--- src/rtl/inport_buffer_pkg.sv ---
// Shared router-link definitions: flit geometry, idle pair encoding and pair helpers.
package inport_buffer_pkg;

    localparam int unsigned FLIT_WIDTH = 48;
    localparam logic [1:0]  PAIR_IDLE  = 2'b01;

    // Flit field layout as seen by the routing logic
    localparam int unsigned FLIT_DEST_LSB    = 40;
    localparam int unsigned FLIT_DEST_W      = 8;
    localparam int unsigned FLIT_SRC_LSB     = 32;
    localparam int unsigned FLIT_SRC_W       = 8;
    localparam int unsigned FLIT_PAYLOAD_LSB = 0;
    localparam int unsigned FLIT_PAYLOAD_W   = 32;

    typedef struct packed {
        logic p;
        logic n;
    } diff_pair_t;

    function automatic logic pair_legal(input diff_pair_t pair);
        return pair.p != pair.n;
    endfunction

endpackage

--- src/rtl/inport_flow_handler.sv ---
// Receive mirror of the outport flow handler: tracks the last legal p level,
// flags each legal p transition as a flit arrival, and latches illegal pairs.
module inport_flow_handler
    import inport_buffer_pkg::*;
(
    input  logic       clk_i,
    input  logic       rst_i,
    input  logic [1:0] pair_i,
    output logic       arrive_c,
    output logic       pair_err_o
);

    diff_pair_t pair;
    logic       legal;
    logic       prev_p_q, prev_p_d;
    logic       pair_err_q, pair_err_d;

    assign pair = pair_i;

    always_comb begin
        legal      = pair_legal(pair);
        arrive_c   = 1'b0;
        prev_p_d   = prev_p_q;
        pair_err_d = pair_err_q;
        // An illegal pair is invisible to the edge detector; only the sticky flag sees it
        if (legal) begin
            arrive_c = (pair.p != prev_p_q);
            prev_p_d = pair.p;
        end else begin
            pair_err_d = 1'b1;
        end
    end

    always_ff @(posedge clk_i) begin
        if (rst_i) begin
            prev_p_q   <= 1'b0;
            pair_err_q <= 1'b0;
        end else begin
            prev_p_q   <= prev_p_d;
            pair_err_q <= pair_err_d;
        end
    end

    assign pair_err_o = pair_err_q;

endmodule

--- src/rtl/inport_buffer.sv ---
// Receive-side link stage: captures one flit per pair transition into a small FIFO,
// presents the head with valid/ack and returns one credit per dequeued flit.
module inport_buffer
    import inport_buffer_pkg::*;
#(
    parameter int unsigned DATA_WIDTH = FLIT_WIDTH,
    parameter int unsigned FIFO_DEPTH = 4,
    parameter int unsigned ADDR_WIDTH = 2
) (
    input  logic                  clka,
    input  logic                  rsta,
    input  logic [1:0]            diff_pair_din,
    input  logic [DATA_WIDTH-1:0] channel_din,
    output logic [DATA_WIDTH-1:0] head_dout,
    output logic                  head_valid_dout,
    input  logic                  head_ack_din,
    output logic                  credit_dout,
    output logic                  fifo_full_dout,
    output logic                  overflow_err_dout,
    output logic                  pair_err_dout
);

    localparam int unsigned CNT_W = ADDR_WIDTH + 1;

    logic [DATA_WIDTH-1:0] mem_q [FIFO_DEPTH];
    logic [ADDR_WIDTH-1:0] wr_ptr_q, wr_ptr_d;
    logic [ADDR_WIDTH-1:0] rd_ptr_q, rd_ptr_d;
    logic [CNT_W-1:0]      count_q, count_d;
    logic                  valid_q, full_q, credit_q;
    logic                  overflow_q, overflow_d;
    logic                  arrive_c, deq_c, wr_en_c;

    inport_flow_handler u_flow (
        .clk_i      (clka),
        .rst_i      (rsta),
        .pair_i     (diff_pair_din),
        .arrive_c   (arrive_c),
        .pair_err_o (pair_err_dout)
    );

    // A full FIFO still accepts an arrival when the head leaves on the same edge
    always_comb begin
        deq_c      = valid_q && head_ack_din;
        wr_en_c    = arrive_c && (!full_q || deq_c);
        overflow_d = overflow_q | (arrive_c && full_q && !deq_c);
        wr_ptr_d   = wr_ptr_q;
        rd_ptr_d   = rd_ptr_q;
        count_d    = count_q;
        if (wr_en_c) wr_ptr_d = wr_ptr_q + ADDR_WIDTH'(1);
        if (deq_c)   rd_ptr_d = rd_ptr_q + ADDR_WIDTH'(1);
        case ({wr_en_c, deq_c})
            2'b10:   count_d = count_q + CNT_W'(1);
            2'b01:   count_d = count_q - CNT_W'(1);
            default: count_d = count_q;
        endcase
    end

    always_ff @(posedge clka) begin
        if (rsta) begin
            for (int i = 0; i < int'(FIFO_DEPTH); i++) mem_q[i] <= '0;
            wr_ptr_q   <= '0;
            rd_ptr_q   <= '0;
            count_q    <= '0;
            valid_q    <= 1'b0;
            full_q     <= 1'b0;
            credit_q   <= 1'b0;
            overflow_q <= 1'b0;
        end else begin
            if (wr_en_c) mem_q[wr_ptr_q] <= channel_din;
            wr_ptr_q   <= wr_ptr_d;
            rd_ptr_q   <= rd_ptr_d;
            count_q    <= count_d;
            valid_q    <= (count_d != '0);
            full_q     <= (count_d == CNT_W'(FIFO_DEPTH));
            credit_q   <= deq_c;
            overflow_q <= overflow_d;
        end
    end

    assign head_dout         = mem_q[rd_ptr_q];
    assign head_valid_dout   = valid_q;
    assign fifo_full_dout    = full_q;
    assign credit_dout       = credit_q;
    assign overflow_err_dout = overflow_q;

endmodule

--- config.mk ---
export PLATFORM = sky130hd
export DESIGN_NAME = inport_buffer
export DESIGN_NICKNAME = d
export VERILOG_FILES = /design/src/rtl/inport_buffer_pkg.sv /design/src/rtl/inport_flow_handler.sv /design/src/rtl/inport_buffer.sv
export SDC_FILE = /design/constraint.sdc
export NUM_CORES = 1
export LEC_CHECK = 0
export BUFFER_PORTS_ARGS = -buffer_cell sky130_fd_sc_hd__buf_2
export CORE_ASPECT_RATIO = 0.6
export CORE_MARGIN = 4
export CORE_UTILIZATION = 58
export CTS_CLUSTER_SIZE = 28
export DETAILED_ROUTE_END_ITERATION = 8
export PLACE_DENSITY = 0.85
export REMOVE_ABC_BUFFERS = 1
export SYNTH_ARGS = -nofsm -noshare
export SYNTH_HDL_FRONTEND = slang
export SYNTH_SLANG_ARGS = --single-unit
--- constraint.sdc ---
create_clock -name clka -period 4.68 [get_ports clka]
set_input_delay 0.468 -clock clka [delete_from_list [all_inputs] [get_ports clka]]
set_output_delay 0.468 -clock clka [all_outputs]
set_load 0.05 [all_outputs]
* After elaboration in Yosys (flattened, before gate mapping)
Memories as Yosys holds them, arrays and structs flattened. A register that Yosys moved wholly into a read port is not among the register bits. Index checks and enable logic that the tools add are counted.
Storage, ports and cells: flip-flop bits (word level) 13, memory bits (writable) 192, input port bits 53, output and inout bits 53, logic and storage cells 41, memories kept 1
Memories:
- mem_q | depth 4, width 48, read ports 1, clocked after memory_dff 1, write ports 4, line inport_buffer.sv:25 | logic [DATA_WIDTH-1:0] mem_q [FIFO_DEPTH];
Operators by class: add/sub/neg operators 4, eq/ne operators 5, multiplexer cells 12, bitwise gates (word level) 1, reductions and logical operators 9
Operator list (count):
- 48-bit two-way mux | 1
- 48-bit OR reduction | 1
- 1-bit two-way mux | 7
- 2-bit two-way mux | 3
- 3-bit one-hot mux with 2 select lines | 1
- 2-bit by 1-bit adder with 2-bit output, second input constant | 2
- 1-bit logical AND | 4
- 3-bit by 1-bit adder with 3-bit output, second input constant | 1
- 3-bit equality test, second input constant | 1
- 3-bit nonzero test | 1
- 3-bit by 1-bit subtractor with 3-bit output, second input constant | 1
- 2-bit by 1-bit equality test with 1-bit output, second input constant | 1
- 2-bit equality test, second input constant | 1
- 1-bit logical NOT | 2
- 1-bit inequality test | 2
- 1-bit logical OR | 1
- 1-bit OR | 1

* Depth between registers and ports, before layout
depth in word-level cells 8, depth in mapped cells 9, depth with buffers taken out 7

* Cells and area by module
Synthesis repeated with hierarchy kept, for this count alone.
Second synthesis, totals: cells, all modules 535, area, all modules 9042.4 sq um
Modules (own cells, without submodules):
- inport_buffer | times used 1, cells each 526, area each 8941.1 sq um, sequential area each 6025.8 sq um
- inport_flow_handler | times used 1, cells each 9, area each 101.3 sq um, sequential area each 40.0 sq um

* Least setup slack after synthesis
Ideal clock, no wire load.
path type reg-to-reg, start register valid_q, in the netlist head_valid_dout, end memory mem_q[3][0] (netlist bit) (enable), library setup time 0.464 ns, data arrival time 3.348 ns, data required time 4.216 ns, setup slack 0.868 ns, cell stages (with the launch flop) 4, path buffers 0, clock period less this slack 3.812 ns, path through dfxtp_1 -> a21bo_2 -> o211ai_1 -> o21bai_1
RTL lines:
- from (decl) | line inport_buffer.sv:29 | logic valid_q, full_q, credit_q;
- from (signal assigned) | line inport_buffer.sv:73 | valid_q <= (count_d != '0);
- to (decl) | line inport_buffer.sv:25

==> summary.md <==
| Metric | Value |
|---|---|
| WP data required | `4210 ps` |
| Max Transition Viols Final | `0` |
| Synthesized cell area | `0.00887 sq mm` |
| Die Outline Area | `0.0174 sq mm` |
| Cell at the slowest stage of the critical path | `sky130_fd_sc_hd__dfxtp_4` |
| Fraction of final layout cells sized beyond drive strength 1 | `0.332` |
| Final period utilization | `0.613` |
| Crit path time final | `2870 ps` |
| Number of maximum-capacitance constraint violations | `0` |
| Setup slack at placement | `1890 ps` |
| Number of remaining DRC errors | `0` |
| Power per standard cell area | `444 mW/mm^2` |
| Clock-pin slew on the worst setup and hold paths | `60 ps` |
| Leakage | `3.70 nW` |
| Worst Clk Skew | `6.72 ps` |
| Synth-to-Final Area Change | `14.3%` |
| Largest net degree at the start of global routing | `50` |
| Top cell type by total area after synthesis | `sky130_fd_sc_hd__edfxtp_1` |
| Total stage count of the critical path | `2` |
| Peak VDD IR | `0.296 mV` |
| Number of distinct library cell variants in the gate-level netlist after synthesis | `34` |
| Hold Path Class | `primary input to flip-flop` |
| Number of levels the H-tree was split into | `1` |
| Cell Chain, Critical Path | `mux4_2 > buf_2` |
| Dpl hpwl | `11000 um` |
| PortBufs | `105` |
| Vias in the first global route | `5332` |
| GR Util All Layers | `0.218` |
| Number of buffers between clock root and the deepest sink | `3` |
| Sum of overflow across all layers after global routing | `0` |
| Source-to-sink clock delay at the later pin of the worst-skew pair | `480 ps` |
| Slowest cell delay on critical path | `1010 ps` |
| Storage cell area | `0.00607 sq mm` |
| Die width | `168 um` |
| Cell family with the largest share of critical-path delay | `flip-flops` |
| Standard cell core area | `0.0147 sq mm` |
| Root buffer cell | `sky130_fd_sc_hd__clkbuf_16` |
| Arrival time at the worst endpoint | `2400 ps` |
| Slew Limit Headroom | `0.344` |
| Critical path capture point | `head_dout[23]` |
| Number of gates given a new drive strength after cts | `0` |
| TritonRoute pass-1 iters | `5` |
| Synth Register Bits | `207` |
| Most frequently used flop master after synthesis | `sky130_fd_sc_hd__edfxtp_1` |
| Final count of hold timing violations | `0` |
| Number of placement rows | `34` |
| Vias after detailed routing | `5120` |
| Number of placed cells counting well taps | `861` |
| Count of inserted antenna diode cells | `0` |
| Post-CTS setup buffer count | `0` |
| Mean number of vias per cell | `5.73` |
| CTS tree | `yes` |
| Number of setup violations in the final report | `0` |
| Startpoint of the worst register-to-register path | `u_flow.prev_p_q$_SDFFE_PP0P_` |
| IO Count | `106` |
| Fraction of post-synthesis cell area in the top cell type by area | `0.650` |
| Wirelength per Cell | `21.2 um` |
| Critical path launch point type | `flip-flop` |
| Cell count after synthesis | `586` |
| Initial drt markers | `538` |
| Routed Wire Length | `19000 um` |
| Fraction of the yosys area taken by sequential cells | `0.684` |
| Critical setup path kind | `flip-flop to primary output` |
| Y dimension of the die | `104 um` |
| Number of nets still failing antenna checks after routing | `0` |
| Post-layout net count | `739` |
| Top post-synthesis cells by area | `sky130_fd_sc_hd__edfxtp_1, sky130_fd_sc_hd__mux4_2, sky130_fd_sc_hd__nor2_1` |
| Most repeated cell in the gate-level netlist after synthesis | `sky130_fd_sc_hd__edfxtp_1` |
| Result of the run | `finished, final reports clean` |
| Starting density of the core | `0.603` |
| Endpoint of the most critical register-to-register path | `mem_q[2][10]$_SDFFCE_PN0P_` |
| Accumulated negative setup slack | `0 ps` |
| Largest fanout on the critical path | `48` |
| Setup slack on the worst flop-to-flop path | `2130 ps` |
| Setup repair after global routing missed its margin | `false` |
| TritonCTS Sinks | `207` |
| Syn_area_per_cell | `15.1 sq um` |
| Fin cells | `894` |
| Hold-fix buffers, CTS | `0` |
| Worst-Margin Slew | `984 ps` |
| Gpl congestion | `0.767` |
| Number of buffers added by the clock tree synthesis step | `19` |
| CP endpoint kind | `primary output` |
| Total of warnings raised by yosys | `0` |
| Fraction of registers with async set or reset after synthesis | `0` |
| Initial antenna violation count | `0` |
| First-pass GRT wire length | `29700 um` |
| Layout filler cell count | `1020` |
| Hold path cells | `3` |
| Timing-limited maximum frequency | `348 MHz` |
| Leading cell types by count after synthesis | `sky130_fd_sc_hd__edfxtp_1, sky130_fd_sc_hd__nor2_1, sky130_fd_sc_hd__nand2b_1, sky130_fd_sc_hd__mux4_2, sky130_fd_sc_hd__nor2_2` |
| Number of buffers and inverters on the critical path | `1` |
| Post-synth EDFFs | `192` |
| Area occupied by multi-input gates | `0.00261 sq mm` |
| Setup slack of the critical path after layout | `1810 ps` |
| Worst r2r path cells | `4` |
where the power goes:
group	switching (mW)	total (mW)	leakage, nW	internal [mW]
logic	0.517	0.756	1.29	0.239
clock network	0.635	1.53	0.292	0.891
registers	0.0828	2.23	2.12	2.14
registers in the layout, indices dropped and copies added, names as in the netlist, named ones only:
register           cells
head_valid_dout        1
u_flow.pair_err_o      1
count_q                3
credit_dout            1
mem_q                192
rd_ptr_q               2
overflow_err_dout      1
u_flow.prev_p_q        1
wr_ptr_q               2
fifo_full_dout         1
kinds of logic (layout without fill, tap and decap cells):
family	Yosys count	in the layout	synth area share
xor gates and xnor gates	4	4	0.00395
buffers and inverters	42	152	0.0291
AOI/OAI and AO/OA	17	17	0.0161
and+or+nand+nor	263	263	0.138
adders and majority gates	2	2	0.00367
muxes	51	51	0.126
DFF	207	207	0.684
through the flow:
step           hold slack, ps  instance area, sq um  utilization  total power, mW
6_report                  286                 10100        0.689             4.51
5_1_grt                   316                 10100        0.689             4.66
3_5_place_dp              441                  9540        0.648             3.03
2_1_floorplan             485                  8630            -             2.81
4_1_cts                   277                 10100        0.689             4.53
3_3_place_gp              444                  9540        0.648             3.00
layer usage:
layer  part of all wire  track usage  vias to the layer above
met3              0.094       0.0461                       15
met2               0.49        0.357                      244
met1               0.41        0.318                     2546
met5                  0            0                        -
met4             0.0060       0.0266                        0
li1                   -            -                     2315
worst register-to-register path, cell delays in order, from the launching register on:
cell and delay [ps]:
sky130_fd_sc_hd__dfxtp_1 400, sky130_fd_sc_hd__and3b_1 490, sky130_fd_sc_hd__o2111ai_4 190, sky130_fd_sc_hd__nand2b_2 700, sky130_fd_sc_hd__buf_4 440
how the worst min path moves through the flow:
stage | start | end
floorplan | rd_ptr_q[1]$_SDFFE_PP0P_ | flip-flop
global placement | overflow_err_dout$_SDFF_PP0_ | overflow_err_dout$_SDFF_PP0_
detailed placement | overflow_err_dout$_SDFF_PP0_ | overflow_err_dout$_SDFF_PP0_
CTS | diff_pair_din[1] | u_flow.prev_p_q$_SDFFE_PP0P_
global route | diff_pair_din[1] | u_flow.prev_p_q$_SDFFE_PP0P_
finish | diff_pair_din[1] | u_flow.prev_p_q$_SDFFE_PP0P_
final cells by class:
class / count / share of cell area
Clock buffer: 27 / 0.0518
Tap cell: 198 / 0.0244
Inverter: 4 / 0.00148
Timing Repair Buffer: 115 / 0.0592
Multi-Input combinational cell: 337 / 0.257
Sequential cell: 207 / 0.598
Clock inverter: 6 / 0.00752
cell usage in the layout, fill, tap and decap left out, types with 3 or more instances in the layout:
master and count:
sky130_fd_sc_hd__edfxtp_1 192, sky130_fd_sc_hd__nor2_1 173, sky130_fd_sc_hd__buf_2 105, sky130_fd_sc_hd__nand2b_1 50, sky130_fd_sc_hd__mux4_2 48, sky130_fd_sc_hd__nor2_2 30, sky130_fd_sc_hd__clkbuf_16 19, sky130_fd_sc_hd__dfxtp_1 13
sky130_fd_sc_hd__buf_4 10, sky130_fd_sc_hd__clkbuf_1 6, sky130_fd_sc_hd__inv_1 4, sky130_fd_sc_hd__o2111ai_4 3, sky130_fd_sc_hd__nand2b_2 3, sky130_fd_sc_hd__a21oi_1 3, sky130_fd_sc_hd__clkinv_1 3
No activity file was read; power rests on OpenSTA's default activity.
